==> config.mk <==
export PLATFORM = sky130hd
export DESIGN_NAME = branch_pc_unit_flat
export DESIGN_NICKNAME = d
export VERILOG_FILES = /design/src/rtl/branch_pc_unit_if.sv /design/src/rtl/branch_pc_unit.sv /design/src/flat_wrapper.sv
export SDC_FILE = /design/constraint.sdc
export NUM_CORES = 1
export LEC_CHECK = 0
export CAP_MARGIN = 20
export CORE_MARGIN = 2
export CORE_UTILIZATION = 50
export DETAILED_ROUTE_END_ITERATION = 10
export PLACE_DENSITY_LB_ADDON = 0.05
export SYNTH_ARGS = -nofsm -noshare
export SYNTH_HDL_FRONTEND = slang
export SYNTH_SLANG_ARGS = --single-unit
export TNS_END_PERCENT = 30
==> constraint.sdc <==
create_clock -name clk -period 5.87 [get_ports clk]
set_input_delay 1.761 -clock clk [delete_from_list [all_inputs] [get_ports clk]]
set_output_delay 1.761 -clock clk [all_outputs]
set_load 0.1 [all_outputs]
==> src/rtl/branch_pc_unit_if.sv <==
// ---------------------------------------------------------------------------
// branch_pc_unit_if
// Groups every non-clock/reset signal of the branch/PC stage into one bundle.
//
// Signals (driven by the upstream pipeline / comparator / trap handler):
//   instr_valid, stall, br_en, jal, jalr, funct3, brEq, brLT, alu_target,
//   trap_ack
// Signals (driven by branch_pc_unit):
//   brUn, pc, pc_plus4, taken, trap, trap_pc, br_count, taken_count
//
// Modports:
//   master - the surrounding pipeline (drives inputs, observes results)
//   slave  - branch_pc_unit itself
// ---------------------------------------------------------------------------
interface branch_pc_unit_if #(
    parameter int WIDTH = 32,
    parameter int CNT_W = 16
);
    logic             instr_valid;
    logic             stall;
    logic             br_en;
    logic             jal;
    logic             jalr;
    logic [2:0]       funct3;
    logic             brEq;
    logic             brLT;
    logic [WIDTH-1:0] alu_target;
    logic             trap_ack;

    logic             brUn;
    logic [WIDTH-1:0] pc;
    logic [WIDTH-1:0] pc_plus4;
    logic             taken;
    logic             trap;
    logic [WIDTH-1:0] trap_pc;
    logic [CNT_W-1:0] br_count;
    logic [CNT_W-1:0] taken_count;

    modport master (
        output instr_valid, stall, br_en, jal, jalr, funct3, brEq, brLT,
               alu_target, trap_ack,
        input  brUn, pc, pc_plus4, taken, trap, trap_pc, br_count, taken_count
    );

    modport slave (
        input  instr_valid, stall, br_en, jal, jalr, funct3, brEq, brLT,
               alu_target, trap_ack,
        output brUn, pc, pc_plus4, taken, trap, trap_pc, br_count, taken_count
    );
endinterface

==> src/rtl/branch_pc_unit.sv <==
// ---------------------------------------------------------------------------
// branch_pc_unit
// Branch resolution and program-counter stage sitting right after the branch
// comparator. It tells the comparator whether to compare unsigned (brUn),
// turns brEq/brLT into a taken decision, owns the architectural PC and picks
// the next PC (sequential, branch, JAL or JALR target). Misaligned
// control-flow targets raise a trap that holds the stage until the handler
// acknowledges it; saturating counters track retired and taken branches.
//
// Ports:
//   clk          rising-edge clock
//   rst          asynchronous active-high reset
//   bus (slave)  instr_valid, stall, br_en, jal, jalr, funct3, brEq, brLT,
//                alu_target, trap_ack in;
//                brUn, pc, pc_plus4, taken, trap, trap_pc, br_count,
//                taken_count out
// ---------------------------------------------------------------------------
module branch_pc_unit #(
    parameter int              WIDTH    = 32,
    parameter logic [WIDTH-1:0] RESET_PC = 32'h0000_0000,
    parameter logic [WIDTH-1:0] TRAP_VEC = 32'h0000_0100,
    parameter int              CNT_W    = 16
) (
    input  logic               clk,
    input  logic               rst,
    branch_pc_unit_if.slave    bus
);

    typedef enum logic [0:0] {
        RUN  = 1'b0,
        TRAP = 1'b1
    } state_t;

    // Saturating increment: all-ones stays all-ones instead of wrapping.
    function automatic logic [CNT_W-1:0] sat_inc(input logic [CNT_W-1:0] v);
        if (&v) begin
            return v;
        end else begin
            return v + CNT_W'(1'b1);
        end
    endfunction

    state_t           state_r;
    state_t           state_s;
    logic [WIDTH-1:0] pc_r;
    logic [WIDTH-1:0] pc_s;
    logic             trap_r;
    logic             trap_s;
    logic [WIDTH-1:0] trap_pc_r;
    logic [WIDTH-1:0] trap_pc_s;
    logic [CNT_W-1:0] br_count_r;
    logic [CNT_W-1:0] br_count_s;
    logic [CNT_W-1:0] taken_count_r;
    logic [CNT_W-1:0] taken_count_s;

    logic             br_cond_s;
    logic             taken_s;
    logic [WIDTH-1:0] target_s;
    logic [WIDTH-1:0] pc_plus4_s;
    logic             advance_s;
    logic             misaligned_s;
    logic             cond_branch_s;

    // Sequential return address; wraps naturally modulo 2^WIDTH.
    assign pc_plus4_s = pc_r + WIDTH'(32'd4);

    // Branch condition decode from funct3 and the comparator flags.
    always_comb begin
        br_cond_s = 1'b0;
        case (bus.funct3)
            3'b000:  br_cond_s = bus.brEq;
            3'b001:  br_cond_s = !bus.brEq;
            3'b100:  br_cond_s = bus.brLT;
            3'b110:  br_cond_s = bus.brLT;
            3'b101:  br_cond_s = !bus.brLT;
            3'b111:  br_cond_s = !bus.brLT;
            default: br_cond_s = 1'b0;
        endcase
    end

    // Control-transfer decision and target selection; jalr outranks jal,
    // which outranks a conditional branch. JALR drops bit 0 of its target.
    always_comb begin
        taken_s       = 1'b0;
        target_s      = bus.alu_target;
        cond_branch_s = 1'b0;
        if (bus.jalr) begin
            taken_s  = 1'b1;
            target_s = {bus.alu_target[WIDTH-1:1], 1'b0};
        end else if (bus.jal) begin
            taken_s  = 1'b1;
            target_s = bus.alu_target;
        end else if (bus.br_en) begin
            taken_s       = br_cond_s;
            target_s      = bus.alu_target;
            cond_branch_s = 1'b1;
        end else begin
            taken_s  = 1'b0;
            target_s = bus.alu_target;
        end
    end

    // An instruction only retires in RUN with valid set and no stall; the
    // alignment check is meaningful only for such a qualified advance.
    assign advance_s    = (state_r == RUN) && bus.instr_valid && !bus.stall;
    assign misaligned_s = advance_s && taken_s && target_s[1];

    // Next-state / next-register computation for the RUN/TRAP machine.
    always_comb begin
        state_s       = state_r;
        pc_s          = pc_r;
        trap_s        = trap_r;
        trap_pc_s     = trap_pc_r;
        br_count_s    = br_count_r;
        taken_count_s = taken_count_r;
        case (state_r)
            RUN: begin
                if (misaligned_s) begin
                    // Faulting instruction does not retire: PC and counters hold.
                    trap_s    = 1'b1;
                    trap_pc_s = pc_r;
                    state_s   = TRAP;
                end else if (advance_s) begin
                    pc_s = taken_s ? target_s : pc_plus4_s;
                    if (cond_branch_s) begin
                        br_count_s = sat_inc(br_count_r);
                        if (taken_s) begin
                            taken_count_s = sat_inc(taken_count_r);
                        end else begin
                            taken_count_s = taken_count_r;
                        end
                    end else begin
                        br_count_s = br_count_r;
                    end
                end else begin
                    pc_s = pc_r;
                end
            end
            TRAP: begin
                // All pipeline inputs are ignored here; only the ack matters.
                if (bus.trap_ack) begin
                    pc_s    = TRAP_VEC;
                    trap_s  = 1'b0;
                    state_s = RUN;
                end else begin
                    state_s = TRAP;
                end
            end
            default: begin
                state_s = RUN;
                trap_s  = 1'b0;
            end
        endcase
    end

    // State and architectural registers with asynchronous reset.
    always_ff @(posedge clk or posedge rst) begin
        if (rst) begin
            state_r       <= RUN;
            pc_r          <= RESET_PC;
            trap_r        <= 1'b0;
            trap_pc_r     <= '0;
            br_count_r    <= '0;
            taken_count_r <= '0;
        end else begin
            state_r       <= state_s;
            pc_r          <= pc_s;
            trap_r        <= trap_s;
            trap_pc_r     <= trap_pc_s;
            br_count_r    <= br_count_s;
            taken_count_r <= taken_count_s;
        end
    end

    // brUn is funct3[1]: 110/111 compare unsigned, everything else signed.
    assign bus.brUn        = bus.funct3[1];
    assign bus.taken       = taken_s;
    assign bus.pc          = pc_r;
    assign bus.pc_plus4    = pc_plus4_s;
    assign bus.trap        = trap_r;
    assign bus.trap_pc     = trap_pc_r;
    assign bus.br_count    = br_count_r;
    assign bus.taken_count = taken_count_r;

endmodule

==> src/flat_wrapper.sv <==
// flat-port wrapper written by rule: the top's interface ports become plain ports
module branch_pc_unit_flat 
#(
    parameter int              WIDTH    = 32,
    parameter logic [WIDTH-1:0] RESET_PC = 32'h0000_0000,
    parameter logic [WIDTH-1:0] TRAP_VEC = 32'h0000_0100,
    parameter int              CNT_W    = 16
)
  (clk, rst, bus_instr_valid, bus_stall, bus_br_en, bus_jal, bus_jalr, bus_funct3, bus_brEq, bus_brLT, bus_alu_target, bus_trap_ack, bus_brUn, bus_pc, bus_pc_plus4, bus_taken, bus_trap, bus_trap_pc, bus_br_count, bus_taken_count);
  branch_pc_unit_if #(.WIDTH(WIDTH), .CNT_W(CNT_W)) bus_i ();
  input  logic clk;
  input  logic rst;
  input wire logic [$bits(bus_i.instr_valid)-1:0] bus_instr_valid;
  input wire logic [$bits(bus_i.stall)-1:0] bus_stall;
  input wire logic [$bits(bus_i.br_en)-1:0] bus_br_en;
  input wire logic [$bits(bus_i.jal)-1:0] bus_jal;
  input wire logic [$bits(bus_i.jalr)-1:0] bus_jalr;
  input wire logic [$bits(bus_i.funct3)-1:0] bus_funct3;
  input wire logic [$bits(bus_i.brEq)-1:0] bus_brEq;
  input wire logic [$bits(bus_i.brLT)-1:0] bus_brLT;
  input wire logic [$bits(bus_i.alu_target)-1:0] bus_alu_target;
  input wire logic [$bits(bus_i.trap_ack)-1:0] bus_trap_ack;
  output wire logic [$bits(bus_i.brUn)-1:0] bus_brUn;
  output wire logic [$bits(bus_i.pc)-1:0] bus_pc;
  output wire logic [$bits(bus_i.pc_plus4)-1:0] bus_pc_plus4;
  output wire logic [$bits(bus_i.taken)-1:0] bus_taken;
  output wire logic [$bits(bus_i.trap)-1:0] bus_trap;
  output wire logic [$bits(bus_i.trap_pc)-1:0] bus_trap_pc;
  output wire logic [$bits(bus_i.br_count)-1:0] bus_br_count;
  output wire logic [$bits(bus_i.taken_count)-1:0] bus_taken_count;
  assign bus_i.instr_valid = bus_instr_valid;
  assign bus_i.stall = bus_stall;
  assign bus_i.br_en = bus_br_en;
  assign bus_i.jal = bus_jal;
  assign bus_i.jalr = bus_jalr;
  assign bus_i.funct3 = bus_funct3;
  assign bus_i.brEq = bus_brEq;
  assign bus_i.brLT = bus_brLT;
  assign bus_i.alu_target = bus_alu_target;
  assign bus_i.trap_ack = bus_trap_ack;
  assign bus_brUn = bus_i.brUn;
  assign bus_pc = bus_i.pc;
  assign bus_pc_plus4 = bus_i.pc_plus4;
  assign bus_taken = bus_i.taken;
  assign bus_trap = bus_i.trap;
  assign bus_trap_pc = bus_i.trap_pc;
  assign bus_br_count = bus_i.br_count;
  assign bus_taken_count = bus_i.taken_count;
  branch_pc_unit #(.WIDTH(WIDTH), .RESET_PC(RESET_PC), .TRAP_VEC(TRAP_VEC), .CNT_W(CNT_W)) u_core (.clk(clk), .rst(rst), .bus(bus_i));
endmodule
# Word-level counts from Yosys, hierarchy flattened
# Cells that the tools add are included.
# W data, S select, Z words.
# word_totals
wordCells,58
reg_bits,98
out_inout_bits,131
# classes
n_reduce_logical,17
muxes,19
n_addsub,3
bitwise,4
n_eq_ne,9
# op_table
cell,count
$mux W32,4
$pmux W32 S2,1
$add A16 B1 Y16 const B,2
$add A32 B3 Y32 const B,1
$reduce_and A16 Y1,2
$eq A3 B3 Y1 const B,4
$mux W1,11
$reduce_and A6 Y1,1
$reduce_and A5 Y1,1
$logic_and A1 B1 Y1,4
$ne A2 B1 Y1 const B,2
$ne A2 B2 Y1 const B,2
$not A1 Y1,4
$pmux W1 S2,2
$pmux W1 S4,1
$reduce_and A2 Y1,2
$reduce_or A2 Y1,2
$eq A3 B1 Y1 const B,1
$logic_not A1 Y1,3
$logic_not A3 Y1,1
$reduce_and A3 Y1,1

# Depth between registers and ports, before layout
# Gate-level depths: netlist of run 1.
# logic_depth
word_depth,10
depth_mapped,8
mapped_depth_nobuf,6

# Least setup slack after synthesis of run 1
# OpenSTA, ideal clock, no wires.
# synth_timing
kind,reg-to-output
start,reg u_core.pc_r[3] (netlist: u_core.bus.pc[3])
end,out bus_pc_plus4[20]
path_slack_ns,0.276
t_required_ns,4.109
stages_incl_launch_ff,7
arrival_ns,3.833
path_cell_list,dfrtp_1 ha_1 and3_1 clkbuf_1 nand2_1 or3_1 xnor2_1
# synth_between
elab_chain_cells,1
# synth_rtl
item,line_no,source
"start, declared",branch_pc_unit.sv:45,logic [WIDTH-1:0] pc_r;
"start signal, assigned",branch_pc_unit.sv:167,pc_r <= pc_s;
$add A32 B3 Y32,branch_pc_unit.sv:65,assign pc_plus4_s = pc_r + WIDTH'(32'd4);
"end, declared",flat_wrapper.sv:25,output wire logic [$bits(bus_i.pc_plus4)-1:0] bus_pc_plus4;
# Every way passes these cells.

# Worst setup path after layout of run 1
# layout_timing
start,in bus_funct3[2]
end,out bus_taken
# layout_between
elab_chain_cells,6
word_cells_on_any_way,12
classes_between,5 x eq/ne; 4 x mux; 3 x reduce/logical
# layout_rtl
item,line_no,source
"start, declared",flat_wrapper.sv:18,input wire logic [$bits(bus_i.funct3)-1:0] bus_funct3;
$eq A3 B3 Y1,branch_pc_unit.sv:70,case (bus.funct3)
$reduce_or A2 Y1 (no source line),-,
$pmux W1 S4 (*),branch_pc_unit.sv:70,
$mux W1 (*),branch_pc_unit.sv:93,end else if (bus.br_en) begin
$mux W1 (*),branch_pc_unit.sv:90,end else if (bus.jal) begin
$mux W1 (*),branch_pc_unit.sv:87,if (bus.jalr) begin
"end, declared",flat_wrapper.sv:26,output wire logic [$bits(bus_i.taken)-1:0] bus_taken;
# Mark *: on every way between the ends. The rest lies on a longest branch, timed or not.

==> impl_metrics.py, run 1 <==
metrics = {
    "layout": {
        "final_nets": 732,
        "antennaDiodeCount": 0,
        "finish.instance_area_sq_um": 7490,
        "syn_to_final_growth_pct": 37.6,
        "instances_no_fill": 829,
        "layout-drive-gt1-share": 0.113,
    },
    "synth": {
        "ys_types": 64,
        "synth_commonest_cells": "dfrtp_1, xnor2_1, nand3_1",
        "synth.area.top_cells": "dfrtp_1, xnor2_1, mux2_4",
        "synth_warnings": 0,
        "synth-seq-cells": 98,
        "yosysSeqAreaShare": 0.451,
        "synth_edf_count": 0,
        "synthCells": 521,
        "postSynthAreaPerCell_sq_um": 10.4,
        "synthArstFlopShare": 1.00,
        "synth_top_area_share": 0.451,
        "syn-num-nets": 569,
        "yosys.area.top_type": "dfrtp_1",
        "yosysMostFrequentCell": "dfrtp_1",
        "ys.flop_type": "dfrtp_1",
        "netlist_area_sq_um": 5440,
    },
    "floorplan": {
        "die_w_microns": 108,
        "io_pins": 176,
        "num_rows": 38,
        "die_h_microns": 108,
        "die-area_sq_um": 11700,
        "start_util": 0.506,
        "core_sq_um": 10700,
    },
    "clock_tree": {
        "postCtsHoldBufs": 0,
        "h-tree-depth": 3,
        "cts_root_buf": "clkbuf_8",
        "cts_setup_buffers": 0,
        "cts_tree": "built",
        "ctsResizeCount": 0,
        "cts.path.max_buffers": 2,
        "insertion_delay_ns": 0.37,
        "numCtsBuffers": 9,
        "clkSinkCount": 98,
        "clk_pin_slew_ns": 0.09,
    },
    "sta": {
        "tightest_slew_ns": 1.01,
        "timing.final.ws_setup_ns": 0.620,
        "final-hold-violation-count": 0,
        "rsz0062_at_grt": "false",
        "timing.final.crit_share": 0.894,
        "setup-violations-final": 0,
        "slew_headroom": 0.322,
        "layout_min_cycle_time_ns": 5.25,
        "setup_tns_ns": 0,
        "fmax_mhz": 190,
        "slew_violations": 0,
        "finClkSkew_ns": 0.00673,
    },
    "setup_path": {
        "r2r-start": "u_core.state_r",
        "worstPathMaxFanout": 7,
        "worst-setup-path-type": "input pin to primary output",
        "endpoint_kind": "primary output",
        "reg2regPathDepth": 6,
        "critPathCapture": "bus_taken",
        "rrSetupSlack_ns": 3.26,
        "crit_path_start_kind": "input pin",
        "required_ns": 4.11,
        "cp.arrival_ns": 3.49,
        "timing.rr.end": "u_core.bus.pc[27]",
        "setup.worst_path.start": "bus_funct3[2]",
    },
    "run_status": {
        "status": "finished clean",
    },
    "detailed_routing": {
        "drt-total-wl_microns": 14900,
        "drc": 0,
        "wl_per_cell_microns": 18.0,
        "drt_iter0_markers": 171,
        "via_per_inst": 5.69,
        "ant_nets": 0,
        "firstDrtPassIters": 5,
        "via_count": 4719,
    },
    "grt": {
        "grt_max_degree": 70,
        "grt_pass1_wl_microns": 23700,
        "antenna_found_initial": 0,
        "grt_pass1_vias": 4700,
        "track_usage": 0.258,
        "gr-total-overflow": 0,
    },
    "power": {
        "p_sw_frac": 0.583,
        "p_comb_frac": 0.623,
        "seqPwrFrac": 0.253,
        "worst_ir_drop_vdd_mv": 0.503,
        "intPower_w": 0.00166,
        "clkPwrFrac": 0.124,
        "p_leak_nw": 3.11,
        "power.switching_w": 0.00232,
        "p_per_area_nw_per_um2": 531,
    },
    "placement": {
        "dp_cells": 813,
        "pre_cts_slack_ns": 0.620,
        "dp_hpwl_microns": 10600,
        "globalplace.congestion": 0.825,
        "port-buffer-count": 175,
        "place_area_sq_um": 7270,
    },
    "run": {
        "maxCapViolations": 0,
    },
    "worst_hold_path": {
        "hold_class": "flip-flop to flip-flop",
    },
}
-- through the flow --
stage,total power (W),utilization,hold slack (ns)
CTS,0.00399,0.697,0.502
finish,0.00397,0.697,0.499
global placement,0.00347,0.675,0.475
global route,0.00410,0.697,0.528
detailed placement,0.00350,0.676,0.485
floorplan,0.00292,-,0.667
-- worst min path at each step --
stage,start,end,depth (start not counted)
floorplan,u_core.state_r,u_core.state_r,3
global placement,u_core.bus.trap_pc[1],u_core.bus.trap_pc[1],1
detailed placement,u_core.bus.trap_pc[30],u_core.bus.trap_pc[30],1
CTS,u_core.bus.taken_count[10],u_core.bus.taken_count[10],1
global route,u_core.bus.trap_pc[30],u_core.bus.trap_pc[30],1
finish,u_core.bus.taken_count[10],u_core.bus.taken_count[10],1
-- registers in the layout (all words and copies together), names as in the netlist --
signal / count
u_core.bus.br_count: 16
u_core.bus.pc: 32
u_core.bus.taken_count: 16
u_core.bus.trap: 1
u_core.bus.trap_pc: 32
u_core.state_r: 1
-- layout make-up --
| class | count | area, sq um |
|---|---|---|
| clock buffer | 11 | 141 |
| inverter | 27 | 104 |
| multi-input combinational | 366 | 2740 |
| tap | 140 | 175 |
| fill | 844 | 3260 |
| sequential | 98 | 2450 |
| timing repair buffer | 182 | 1800 |
| clock inverter | 5 | 77.6 |
-- power by group through the flow --
stage	clock network (W)	registers, W	logic (W)
6_report	0.000491	0.00100	0.00248
4_1_cts	0.000499	0.00100	0.00249
3_3_place_gp	0	0.00100	0.00246
5_1_grt	0.000527	0.00103	0.00255
3_5_place_dp	0	0.00101	0.00248
2_1_floorplan	0	0.00211	0.000818
-- critical path, stage by stage --
cell and delay, ns:
clkdlybuf4s50_1 0.45, or3_4 0.42, a32oi_4 0.41, a21boi_4 0.10, inv_2 0.14, buf_12 0.19
-- cells in the final DEF, fill, tap and decap left out, types with 3 or more instances in the layout --
cell             Yosys  layout
mux2_1               9       9
ha_1                 3       3
buf_4                4      16
xnor2_1             45      45
nor2b_1              3       3
o21ai_0             15      15
xor2_1               6       6
nor4_1               8       8
inv_1               26      25
o31a_1               3       3
a21oi_1             27      27
o2bb2ai_1            3       3
or2_2                4       4
dfrtp_1             98      98
nand2_1             25      25
o211ai_1             4       4
nor2_1              17      17
nand2b_1             3       3
clkbuf_8             0      10
and3_1              11      11
mux2_4              20      20
nand3_1             37      37
o22ai_1             12      12
nor3_1               9       9
or4_1                4       4
mux2i_1             15      15
nand4_1             22      22
and4_1              14      14
clkdlybuf4s50_1      0     164
mux2_2               8       8
and2_1               5       5
-- routing by layer --
layer | wire length, microns | vias to the layer above | GRT usage
met3 | 947 | 17 | 0.0530
met2 | 7370 | 162 | 0.438
met1 | 6390 | 2318 | 0.336
met4 | 220 | 0 | 0.0751
li1 | - | 2222 | -
met5 | 0 | - | 0
-- logic make-up (layout without fill, tap and decap cells) --
family / count (synthesis) / in the layout / share of synthesized area
adders and majority gates: 3 / 3 / 0.00690
and+or+nand+nor: 171 / 171 / 0.181
AOI/OAI and AO/OA: 89 / 89 / 0.113
xor gates and xnor gates: 51 / 51 / 0.0821
muxes: 52 / 52 / 0.118
DFF: 98 / 98 / 0.451
buffers and inverters: 57 / 225 / 0.0481
Power figures use the tool's default switching activity.
==> run 2, diff against run 1 <==
SLEW_MARGIN = 15   (was unset)
==> impl_metrics.py, run 2 (same netlist as run 1, synthesis figures left out) <==
metrics = {
    "floorplan": {
        "core_sq_um": 10700,
        "die_w_microns": 108,
        "num_rows": 38,
        "die_h_microns": 108,
        "start_util": 0.506,
        "die-area_sq_um": 11700,
        "io_pins": 176,
    },
    "sta": {
        "timing.final.crit_share": 0.897,
        "setup_tns_ns": 0,
        "slew_headroom": 0.317,
        "final-hold-violation-count": 0,
        "slew_violations": 0,
        "setup-violations-final": 0,
        "finClkSkew_ns": 0.0109,
        "timing.final.ws_setup_ns": 0.605,
        "tightest_slew_ns": 1.02,
        "rsz0062_at_grt": "false",
        "layout_min_cycle_time_ns": 5.27,
        "fmax_mhz": 190,
    },
    "setup_path": {
        "crit_family": "buffers and inverters",
        "worstPathMaxFanout": 7,
        "cp_cell_sequence": "clkdlybuf4s50_1 > or3_4 > a32oi_4 > a21boi_4 > inv_2 > buf_12",
        "path_buf_inv": 3,
        "endpoint_kind": "primary output",
        "crit_slowest_cell": "clkdlybuf4s50_1",
        "required_ns": 4.11,
        "cp.arrival_ns": 3.50,
        "crit_path_start_kind": "input pin",
        "max_stage_delay_ns": 0.46,
        "worst-setup-path-type": "input pin to primary output",
    },
    "placement": {
        "globalplace.congestion": 0.825,
        "dp_hpwl_microns": 10600,
        "port-buffer-count": 175,
        "dp_cells": 813,
        "place_area_sq_um": 7260,
        "pre_cts_slack_ns": 0.627,
    },
    "clock_tree": {
        "numCtsBuffers": 9,
        "cts_tree": "built",
        "cts_setup_buffers": 0,
        "postCtsHoldBufs": 0,
        "clk_pin_slew_ns": 0.09,
        "h-tree-depth": 3,
        "cts.path.max_buffers": 2,
        "ctsResizeCount": 0,
        "cts_root_buf": "clkbuf_8",
        "insertion_delay_ns": 0.38,
        "clkSinkCount": 98,
    },
    "detailed_routing": {
        "via_per_inst": 5.68,
        "drt-total-wl_microns": 14900,
        "wl_per_cell_microns": 18.0,
        "drt_iter0_markers": 194,
        "firstDrtPassIters": 4,
        "drc": 0,
        "ant_nets": 0,
        "via_count": 4707,
    },
    "layout": {
        "syn_to_final_growth_pct": 37.9,
        "fillers": 868,
        "layout-drive-gt1-share": 0.115,
        "utilization": 0.698,
        "layout_commonest_cell": "clkdlybuf4s50_1",
        "finish.instance_area_sq_um": 7500,
        "final_cell_mix": "clkdlybuf4s50_1, dfrtp_1, xnor2_1",
        "antennaDiodeCount": 0,
        "instances_no_fill": 829,
        "final_nets": 732,
    },
    "grt": {
        "grt_max_degree": 70,
        "track_usage": 0.258,
        "gr-total-overflow": 0,
        "grt_pass1_wl_microns": 23700,
        "grt_pass1_vias": 4746,
        "antenna_found_initial": 0,
    },
    "power": {
        "p_sw_frac": 0.579,
        "intPower_w": 0.00169,
        "p_per_area_nw_per_um2": 534,
        "seqPwrFrac": 0.250,
        "clkPwrFrac": 0.132,
        "worst_ir_drop_vdd_mv": 0.499,
        "p_leak_nw": 3.12,
        "power.switching_w": 0.00232,
        "p_comb_frac": 0.618,
    },
    "run_status": {
        "status": "finished clean",
    },
    "run": {
        "maxCapViolations": 0,
    },
    "worst_hold_path": {
        "hold_class": "flip-flop to flip-flop",
    },
}
run 2: layout make-up:
type	instances	area [sq um]	share of cell area
multi-input combinational	366	2740	0.365
sequential	98	2450	0.327
tap	140	175	0.0233
inverter	27	104	0.0138
clock inverter	7	116	0.0155
timing repair buffer	182	1790	0.239
clock buffer	9	124	0.0165
run 2: final timing paths:
check / startpoint / end / slack, ns / cells past startpoint
hold reg to reg: u_core.bus.taken_count[13] / u_core.bus.taken_count[13] / 0.50 / 1
setup reg to reg: u_core.state_r / u_core.bus.pc[27] / 3.23 / 6
min in group asynchronous: rst / u_core.bus.taken_count[10] / 1.93 / 2
setup / recovery: bus_funct3[2] / bus_taken / 0.60 / 6
hold / removal: u_core.bus.taken_count[13] / u_core.bus.taken_count[13] / 0.50 / 1
max in group asynchronous: rst / u_core.bus.pc[24] / 2.98 / 3
run 2: power by group through the flow:
stage	registers [W]	clock network [W]	logic, W
after global routing	0.00103	0.000568	0.00255
final	0.00100	0.000530	0.00248
after global placement	0.00100	0	0.00246
after floorplan	0.00211	0	0.000818
after CTS	0.00100	0.000538	0.00249
after detailed placement	0.00101	0	0.00248
run 2: metal layers:
layer  track usage  vias to the layer above  share of wire
li1              -                     2220              -
met1         0.333                     2316           0.42
met2         0.432                      151           0.49
met3        0.0458                       20          0.065
met4         0.103                        0          0.022
met5             0                        -              0
run 2: metrics by stage:
stage | total power (W) | hold slack, ns
3_5_place_dp | 0.00350 | 0.486
4_1_cts | 0.00403 | 0.506
6_report | 0.00401 | 0.500
2_1_floorplan | 0.00292 | 0.667
5_1_grt | 0.00414 | 0.523
3_3_place_gp | 0.00347 | 0.475
